File: src/rtl/pc_stack.sv
// rtl/pc_stack.sv - program counter with LIFO return-address stack
module pc_stack #(
   parameter int WIDTH = 16,
   parameter int DEPTH = 8,
   parameter int STEP  = 1
) (
   input  logic                       clk,
   input  logic                       reset,
   input  logic                       clr,
   input  logic                       load,
   input  logic                       inc,
   input  logic                       call,
   input  logic                       ret,
   input  logic [WIDTH-1:0]           in,
   output logic [WIDTH-1:0]           out,
   output logic [$clog2(DEPTH+1)-1:0] count,
   output logic                       full,
   output logic                       empty,
   output logic                       err
);

   localparam int CW = $clog2(DEPTH + 1);
   localparam int AW = $clog2(DEPTH);
   localparam logic [WIDTH-1:0] STEP_W  = WIDTH'(STEP);
   localparam logic [CW-1:0]    DEPTH_C = CW'(DEPTH);
   localparam logic [CW-1:0]    ONE_C   = CW'(1);

   // Storage is never reset: entries at or above count are never read.
   logic [WIDTH-1:0] stack_mem [DEPTH];
   logic [WIDTH-1:0] ret_addr;
   logic [WIDTH-1:0] top;
   logic             push;

   assign ret_addr = out + STEP_W;
   assign top      = stack_mem[AW'(count - ONE_C)];
   assign full     = (count == DEPTH_C);
   assign empty    = (count == '0);

   // A push happens only when call wins the priority chain and there is room.
   assign push = !reset && !clr && !ret && call && !full;

   // Return-address storage, written at the current fill level.
   always_ff @(posedge clk) begin
      if (push) begin
         stack_mem[AW'(count)] <= ret_addr;
      end
   end

   // Counter, fill level and sticky error with priority clr > ret > call > load > inc.
   always_ff @(posedge clk or posedge reset) begin
      if (reset) begin
         out   <= '0;
         count <= '0;
         err   <= 1'b0;
      end else if (clr) begin
         out   <= '0;
         count <= '0;
         err   <= 1'b0;
      end else if (ret) begin
         if (!empty) begin
            out   <= top;
            count <= count - ONE_C;
         end else begin
            err <= 1'b1;
         end
      end else if (call) begin
         if (!full) begin
            out   <= in;
            count <= count + ONE_C;
         end else begin
            err <= 1'b1;
         end
      end else if (load) begin
         out <= in;
      end else if (inc) begin
         out <= ret_addr;
      end
   end

endmodule

File: config.mk
export PLATFORM = sky130hd
export DESIGN_NAME = pc_stack
export DESIGN_NICKNAME = d
export VERILOG_FILES = /design/src/rtl/pc_stack.sv
export SDC_FILE = /design/constraint.sdc
export NUM_CORES = 1
export LEC_CHECK = 0
export CAP_MARGIN = 20
export CORE_MARGIN = 2
export CORE_UTILIZATION = 60
export CTS_CLUSTER_DIAMETER = 30
export DETAILED_ROUTE_END_ITERATION = 7
export MAX_ROUTING_LAYER = met4
export PLACE_DENSITY_LB_ADDON = 0.12
export SETUP_SLACK_MARGIN = 0.4
export SKIP_CTS_REPAIR_TIMING = 1
export SLEW_MARGIN = 20
export SYNTH_ARGS = -nofsm -noshare
export SYNTH_HDL_FRONTEND = slang
export SYNTH_SLANG_ARGS = --single-unit
File: constraint.sdc
create_clock -name clk -period 6.71 [get_ports clk]
set_clock_uncertainty 0.05 [all_clocks]
set_input_delay 1.0065 -clock clk [delete_from_list [all_inputs] [get_ports clk]]
set_output_delay 1.0065 -clock clk [all_outputs]
set_load 0.02 [all_outputs]
==> results.sh, run 1 <==
export IMPL_status="completed"
export IMPL_cpMostUsedCell="inv_1"
export IMPL_critPathLaunch="count[0]"
export IMPL_syn_avg_cell_area_um2=16.2
export IMPL_async_flop_share_pct=14.1
export IMPL_coreArea_um2=10700
export IMPL_grt_pass1_wl_um=23700
export IMPL_intPower_uw=2150
export IMPL_clock_sinks=149
export IMPL_tightest_slew_ns=1.11
export IMPL_drc=0
export IMPL_r2r_start="count[0]"
export IMPL_layout_nets=485
export IMPL_numCtsBuffers=17
export IMPL_min_period_over_period_pct=58.3
export IMPL_antenna_cells=0
export IMPL_antenna_found_initial=0
export IMPL_hpwlAfterDp_um=10600
export IMPL_cts_root_buf="clkbuf_8"
export IMPL_finalMaxSlewViolations=0
export IMPL_mostFrequentLayoutCells="edfxtp_1, clkdlybuf4s50_1, nand2_1"
export IMPL_io_pins=46
export IMPL_cts_buffer_depth=2
export IMPL_worstHoldPathCells=2
export IMPL_cp_data_required_time_ns=5.65
export IMPL_final_common_cell="edfxtp_1"
export IMPL_die_h_um=108
export IMPL_synth_xor_area_share_pct=2.83
export IMPL_fmax_ghz=0.256
export IMPL_die_area_um2=11700
export IMPL_h_tree_depth=4
export IMPL_fin_util_pct=71.8
export IMPL_dr_pass1_iters=5
export IMPL_num_vias=3939
export IMPL_grt_total_usage_pct=30.2
export IMPL_worst_path_max_fanout=39
export IMPL_dp_cells=579
export IMPL_rsz0062_at_grt="false"
export IMPL_fp_dieW_um=108
export IMPL_p_switching_uw=1090
export IMPL_synth_top_family_by_area="multiplexers"
export IMPL_p_clk_share_pct=28.6
export IMPL_drive_above_1_share_pct=18.9
export IMPL_cap_violations=0
export IMPL_synth_area_leaders="edfxtp_1, mux4_2, dfrtp_1"
export IMPL_synth_distinct_cells=59
export IMPL_hold_path_class="flop to flop"
export IMPL_start_util_pct=60.8
export IMPL_synthFlopType="edfxtp_1"
export IMPL_synth_mux_area_share_pct=12.5
export IMPL_synth_compound_area_share_pct=5.89
export IMPL_place_congestion=1.02
export IMPL_cp_slowest_cell="buf_4"
export IMPL_timing_final_hold_violations=0
export IMPL_clk_latency_ns=0.53
export IMPL_tritoncts="done"
export IMPL_switching_share_pct=33.8
export IMPL_globalRouteOverflowTotal=0
export IMPL_path_clk_slew_ns=0.06
export IMPL_min_delay_start="err"
export IMPL_synthAdderAreaFrac_pct=0.770
export IMPL_wl_per_cell_um=25.6
export IMPL_rr_worst_depth=9
export IMPL_synth_seq_cells=149
export IMPL_grt_max_degree=40
export IMPL_synth_edf_count=128
export IMPL_pwr_share_comb_pct=32.9
export IMPL_synthSimpleGateAreaFrac_pct=8.29
export IMPL_p_per_area_nw_per_um2=422
export IMPL_ys_seq_area_share_pct=67.2
export IMPL_finalSetupViolations=0
export IMPL_slew_headroom_pct=25.5
export IMPL_ant_nets=0
export IMPL_ir_drop_v=0.000259
export IMPL_pwr_share_seq_pct=38.5
export IMPL_yosysTopAreaCell="edfxtp_1"
export IMPL_grt_pass1_vias=3915
export IMPL_drtIter0Drc=438
export IMPL_synth_cells=401
export IMPL_synthesis_nets=428
export IMPL_rows=38
export IMPL_p_total_uw=3240
export IMPL_critPathArrivalTime_ns=2.86
export IMPL_ys_warn_count=0
export IMPL_slowest_delay_ns=0.54
export IMPL_routed_wl_um=15600
export IMPL_syn_cell_area_um2=6500
export IMPL_yosysTopAreaCellShare_pct=59.1
export IMPL_stdcell_count=611
export IMPL_fin_crit_ns=3.91
export IMPL_worstPathCellList="buf_4 -> inv_1 -> ha_1 -> or3b_4 -> inv_1 -> clkdlybuf4s50_1"
export IMPL_power_leakage_uw=0.00268
export IMPL_io_buffers=45
export IMPL_end_kind="output port"
export IMPL_worstSetupStartpointType="flop"
export IMPL_syn2layout_area_growth_pct=18.2
export IMPL_tns_ns=0
export IMPL_vias_per_cell=6.45
export IMPL_crit_type="flop to output port"
[worst max-delay path: cells and delay by family (launching register included)]
kind,cells,cell delay [ns]
AND/OR/NAND/NOR,1,0.29
buffers and inverters,4,1.35
flip-flops,1,0.34
adder cells (fa/ha/maj),1,0.32
[Yosys cell counts (3+ instances only)]
cell / number
edfxtp_1: 128
nand2_1: 35
mux4_2: 32
dfrtp_1: 21
nor2_1: 19
inv_1: 14
nand3_1: 13
xnor2_1: 12
nor3_1: 9
a21oi_1: 7
and3_1: 7
mux2i_1: 7
o21ai_0: 6
clkbuf_1: 5
a31oi_1: 4
buf_2: 4
buf_4: 4
ha_1: 4
or4_1: 4
xor2_1: 4
a22oi_1: 3
and2_1: 3
buf_6: 3
nor4_1: 3
o221ai_1: 3
o31ai_1: 3
[flip-flops by register name, indices dropped and copies added (netlist names)]
register	count
count	4
stack_mem	128
out	16
err	1
[area by class of cell]
| class | instances | area, µm² |
|---|---|---|
| sequential | 149 | 4370 |
| fill | 690 | 3010 |
| multi-input combinational | 220 | 1980 |
| timing repair buffer | 55 | 526 |
| clock buffer | 18 | 418 |
| tap | 140 | 175 |
| clock inverter | 14 | 160 |
| inverter | 15 | 56.3 |
[path summary, 6_finish.rpt]
path / endpoint / slack, ns
worst min register to register: err / 0.48
worst max-delay path: empty / 2.80
max in group asynchronous: count[0] / 5.08
worst max register to register: out[2] / 3.43
min in group asynchronous: out[6] / 0.96
worst min-delay path: err / 0.48
[logic make-up (layout without fill, tap and decap cells)]
| family | after synthesis | count (layout) |
|---|---|---|
| AND/OR/NAND/NOR | 107 | 107 |
| adder cells (fa/ha/maj) | 4 | 4 |
| buffers and inverters | 32 | 102 |
| AO/OA/AOI/OAI | 50 | 50 |
| multiplexers | 41 | 41 |
| flip-flops | 149 | 149 |
| XOR/XNOR | 18 | 18 |
[metal layers]
metal  global-route usage, %  wire, µm
met1                    43.3      6520
met2                    42.6      7350
met3                    7.66      1340
met4                    10.7       422
met5                       -         0
[stage by stage]
stage	setup WS [ns]	area (µm²)	hold WS, ns
2_1_floorplan	3.41	6500	0.549
3_3_place_gp	3.06	7110	0.445
3_5_place_dp	3.00	7110	0.469
4_1_cts	2.75	7680	0.483
5_1_grt	2.57	7680	0.513
6_report	2.80	7680	0.482
[power by group through the flow]
stage	Combinational [µW]	Sequential, µW	Clock [µW]
final	1060	1250	927
after global routing	1140	1260	978
after CTS	1070	1250	936
after detailed placement	1060	1260	0
after global placement	1040	1260	0
after floorplan	643	1280	0
No activity file was read; power rests on OpenSTA's default activity.
==> run 2, diff against run 1 <==
--- a/config.mk
+++ b/config.mk
@@ -7,7 +7,7 @@
 export LEC_CHECK = 0
 export CAP_MARGIN = 20
 export CORE_MARGIN = 2
-export CORE_UTILIZATION = 60
+export CORE_UTILIZATION = 53
 export CTS_CLUSTER_DIAMETER = 30
 export DETAILED_ROUTE_END_ITERATION = 7
 export MAX_ROUTING_LAYER = met4
==> constraint.sdc (replaced) <==
create_clock -name clk -period 3.15 [get_ports clk]
set_clock_uncertainty 0.05 [all_clocks]
set_input_delay 0.4725 -clock clk [delete_from_list [all_inputs] [get_ports clk]]
set_output_delay 0.4725 -clock clk [all_outputs]
set_load 0.02 [all_outputs]
==> run 2 against run 1 <==
Worst hold slack lost 0.030 ns. Highest routed layer unchanged. Critical endpoint is now count[0]. Combinational power is 130% higher. Critical path type unchanged. Critical path depth shrank 4. Global-route usage fell by 3.6 points. Cell count rose by 3.6%. Sequential power is 110% higher.
==> results.sh, run 2 (synthesis results as in run 1) <==
export IMPL_routed_wl_um=15600
export IMPL_critPathArrivalTime_ns=2.08
export IMPL_antenna_cells=0
export IMPL_path_clk_slew_ns=0.06
export IMPL_drc=0
export IMPL_die_h_um=115
export IMPL_cap_violations=0
export IMPL_rsz0062_at_grt="false"
export IMPL_wl_per_cell_um=24.6
export IMPL_crit_family="buffers and inverters"
export IMPL_dr_pass1_iters=5
export IMPL_ir_drop_v=0.000698
export IMPL_ant_nets=0
export IMPL_tns_ns=0
export IMPL_tightest_slew_ns=0.949
export IMPL_final_common_cell="edfxtp_1"
export IMPL_fin_crit_ns=2.60
export IMPL_antenna_found_initial=0
export IMPL_hold_path_class="flop to flop"
export IMPL_vias_per_cell=6.13
export IMPL_coreArea_um2=12000
export IMPL_globalRouteOverflowTotal=0
export IMPL_worstPathCellList="buf_4 -> clkdlybuf4s50_1"
export IMPL_tritoncts="done"
export IMPL_cts_root_buf="clkbuf_16"
export IMPL_top_register="stack_mem"
export IMPL_fp_dieW_um=115
export IMPL_cp_slowest_cell="clkdlybuf4s50_1"
export IMPL_io_pins=46
export IMPL_start_util_pct=54.1
export IMPL_place_congestion=0.836
export IMPL_numCtsBuffers=17
export IMPL_status="completed"
export IMPL_die_area_um2=13200
export IMPL_layout_nets=500
export IMPL_num_vias=3883
export IMPL_end_kind="output port"
export IMPL_grt_max_degree=39
export IMPL_worstSetupStartpointType="flop"
export IMPL_rows=40
export IMPL_worstHoldPathCells=2
export IMPL_design_area_um2=7910
export IMPL_slew_headroom_pct=36.3
export IMPL_power_leakage_uw=0.00281
export IMPL_slowest_delay_ns=0.73
export IMPL_cp_data_required_time_ns=2.63
export IMPL_cts_buffer_depth=2
export IMPL_largest_register_ffs=128
export IMPL_syn2layout_area_growth_pct=21.6
export IMPL_timing_final_hold_violations=0
export IMPL_io_buffers=45
export IMPL_hpwlAfterDp_um=10600
export IMPL_drive_above_1_share_pct=22.0
export IMPL_h_tree_depth=4
export IMPL_finalSetupViolations=0
export IMPL_p_per_area_nw_per_um2=910
export IMPL_grt_pass1_wl_um=24100
export IMPL_rr_worst_depth=4
export IMPL_finalMaxSlewViolations=0
export IMPL_postPlaceCellArea_um2=7260
export IMPL_grt_total_usage_pct=26.6
export IMPL_min_period_over_period_pct=82.6
export IMPL_worst_path_max_fanout=38
export IMPL_mostFrequentLayoutCells="edfxtp_1, clkdlybuf4s50_1, nand2_1"
export IMPL_grt_pass1_vias=3940
export IMPL_fmax_ghz=0.384
export IMPL_clk_latency_ns=0.42
export IMPL_crit_cells=2
export IMPL_drtIter0Drc=499
export IMPL_reg_largest_list="stack_mem (128), out (16), count (4)"
export IMPL_crit_type="flop to output port"
export IMPL_critPathBufInv=2
export IMPL_clock_sinks=149
==> run 2: final timing paths <==
check,startpoint,to,slack [ns]
setup reg to reg,out[2],stack_mem[7][13],0.76
max in group asynchronous,reset,count[0],1.91
hold reg to reg,err,err,0.45
min in group asynchronous,reset,err,0.55
hold / removal,err,err,0.45
setup / recovery,count[0],count[0],0.55
==> run 2: layout make-up <==
type                       count  area, µm²
inverter                      15       56.3
tap                          147        184
fill                         842       4110
timing repair buffer          70        666
sequential                   149       4370
multi-input combinational    220       1980
clock inverter                15        219
clock buffer                  17        425
==> run 2: worst min-delay path, cell delays in order, from the launching register on <==
cell and delay [ns]:
dfrtp_1 0.35, a31oi_1 0.04, nor2_1 0.07
==> run 2: power by group <==
group	internal (µW)	total, µW	switching (µW)
sequential	2460	2630	173
clock	1350	2170	822
combinational	1050	2390	1340
total	4850	7190	2340
==> run 2: metrics by stage <==
stage	hold WS, ns	utilization, %	std cells	power [µW]	setup WS (ns)
after floorplan	0.399	-	401	4110	0.299
after global placement	0.441	60.4	601	5000	0.397
after detailed placement	0.446	60.4	601	5020	0.348
after CTS	0.461	65.8	633	7210	0.251
after global routing	0.505	65.8	633	7490	0.403
final	0.452	65.8	633	7190	0.548
==> run 2: layer usage <==
metal	part of all wire, %	wire, µm	track usage (%)	up-vias
met1	47	7390	41.0	1972
met2	44	6910	35.5	173
met3	7.0	1090	6.64	14
met5	0	0	-	-
met4	1.3	203	7.39	0
li1	-	-	-	1724
==> run 3, diff against run 2 <==
--- a/config.mk
+++ b/config.mk
@@ -7,7 +7,7 @@
 export LEC_CHECK = 0
 export CAP_MARGIN = 20
 export CORE_MARGIN = 2
-export CORE_UTILIZATION = 53
+export CORE_UTILIZATION = 58
 export CTS_CLUSTER_DIAMETER = 30
 export DETAILED_ROUTE_END_ITERATION = 7
 export MAX_ROUTING_LAYER = met4
==> constraint.sdc (replaced) <==
create_clock -name clk -period 2.5 [get_ports clk]
set_clock_uncertainty 0.05 [all_clocks]
set_input_delay 0.375 -clock clk [delete_from_list [all_inputs] [get_ports clk]]
set_output_delay 0.375 -clock clk [all_outputs]
set_load 0.02 [all_outputs]
==> run 3 against run 2 <==
Power rose by 34%. Clock power rose by 19%. Sequential power rose by 26%. Worst setup slack got worse by 0.29 ns. Core utilization rose by 13 points. First-iteration DRC count fell by 12%. Non-clock buffer count rose by 42. Cell count rose by 5.5%. Critical path type unchanged. Critical endpoint is now empty. Highest routed layer unchanged.
==> results.sh, run 3 (synthesis results as in run 1) <==
export IMPL_status="completed"
export IMPL_fmax_ghz=0.446
export IMPL_wl_per_cell_um=26.5
export IMPL_die_area_um2=12100
export IMPL_end_kind="output port"
export IMPL_grt_max_degree=28
export IMPL_coreArea_um2=10900
export IMPL_timing_final_hold_violations=0
export IMPL_r2r_slack_ns=0.27
export IMPL_rows=38
export IMPL_nFillCells=609
export IMPL_whs_ns=0.263
export IMPL_crit_type="flop to output port"
export IMPL_io_buffers=45
export IMPL_finalMaxSlewViolations=0
export IMPL_ir_drop_v=0.000742
export IMPL_ant_nets=0
export IMPL_tightest_slew_ns=0.821
export IMPL_vias_per_cell=6.44
export IMPL_dp_slack_ns=0.0956
export IMPL_cp_data_required_time_ns=2.08
export IMPL_p_per_area_nw_per_um2=1120
export IMPL_grt_total_usage_pct=30.2
export IMPL_drive_above_1_share_pct=34.3
export IMPL_drtIter0Drc=441
export IMPL_setup_ws_ns=0.260
export IMPL_num_vias=4304
export IMPL_finalSetupViolations=0
export IMPL_wl_met3_um=1700
export IMPL_place_congestion=0.862
export IMPL_cts_root_buf="clkbuf_8"
export IMPL_hold_path_class="primary input to async pin"
export IMPL_mostFrequentLayoutCells="edfxtp_1, buf_4, clkdlybuf4s50_1"
export IMPL_die_h_um=110
export IMPL_met2_length_um=8460
export IMPL_start_util_pct=59.7
export IMPL_h_tree_depth=4
export IMPL_tritoncts="done"
export IMPL_rsz0062_at_grt="true"
export IMPL_worst_path_max_fanout=5
export IMPL_worstSetupStartpointType="flop"
export IMPL_grt_pass1_wl_um=24600
export IMPL_grt_pass1_vias=4143
export IMPL_routed_wl_um=17700
export IMPL_clock_sinks=149
export IMPL_final_common_cell="edfxtp_1"
export IMPL_fp_dieW_um=110
export IMPL_dr_max_layer_used="met4"
export IMPL_io_pins=46
export IMPL_drc=0
export IMPL_r2r_start="out[0]"
export IMPL_globalRouteOverflowTotal=0
export IMPL_path_clk_slew_ns=0.06
export IMPL_fin_crit_ns=2.24
export IMPL_hpwlAfterDp_um=10200
export IMPL_rr_worst_depth=6
export IMPL_clk_latency_ns=0.52
export IMPL_cts_buffer_depth=2
export IMPL_met1_length_um=6870
export IMPL_power_leakage_uw=0.00319
export IMPL_fin_util_pct=79.2
export IMPL_critPathArrivalTime_ns=1.82
export IMPL_slew_headroom_pct=44.9
export IMPL_min_period_over_period_pct=89.6
export IMPL_numCtsBuffers=17
export IMPL_syn2layout_area_growth_pct=32.6
export IMPL_layout_nets=543
export IMPL_multi_input_area_um2=2200
export IMPL_top_register="stack_mem"
export IMPL_reg_largest_list="stack_mem (128), out (16), count (4)"
export IMPL_critPathLaunch="count[0]"
export IMPL_antenna_cells=0
export IMPL_antenna_found_initial=0
export IMPL_cp_endpoint="empty"
export IMPL_largest_register_ffs=128
export IMPL_cap_violations=0
export IMPL_regArea_um2=4370
export IMPL_r2r_end="out[8]"
export IMPL_dr_pass1_iters=5
-- run 3: cell types whose count changed in the layout (fill, tap and decap cells not counted), sizes merged --
cell | previous run | this run
inv | 20 | 17
clkbuf | 17 | 22
o31a | 1 | 2
clkinvlp | 1 | 3
clkinv | 5 | 4
dlymetal6s2s | 1 | 9
clkdlybuf4s50 | 44 | 34
buf | 25 | 65
-- run 3: metal layers --
metal,vias to the layer above,GRT usage (%)
li1,1817,-
met2,300,45.0
met3,50,6.64
met1,2137,41.0
met4,0,12.4
met5,-,-
-- run 3: how the worst min path moves through the flow --
stage | slack [ns] | end
2_1_floorplan | 0.30 | count[2]
3_3_place_gp | 0.43 | err
3_5_place_dp | 0.46 | err
4_1_cts | 0.21 | count[0]
5_1_grt | 0.29 | out[0]
6_report | 0.26 | out[6]
-- run 3: cell type report --
type	instances	share of cell area, %
repair buffers	112	14.0
inverters	15	0.769
multi-input cells	221	25.5
well taps	140	2.03
clock buffers	18	4.85
clock inverters	13	2.09
flip-flops and latches	149	50.7
-- run 3: where the power goes --
group          internal (µW)  switching, µW  total (µW)  leakage (µW)
Clock                   1610            977        2590      0.000280
Sequential              3100            222        3320       0.00144
Combinational           1780           1970        3760       0.00147
-- run 3: critical path, stage by stage (launching register included) --
cell	delay [ns]
dfrtp_2	0.44
inv_8	0.07
ha_4	0.13
or3b_4	0.42
inv_1	0.07
clkbuf_2	0.16
-- run 3: per-stage QoR --
step,cells,area [µm²],TNS (ns),total power (µW)
finish,668,8620,0,9670
global route,668,8620,0,9980
CTS,637,8120,-0.304,9030
detailed placement,606,7520,0,6420
global placement,606,7520,0,6390
floorplan,401,6670,0,5360
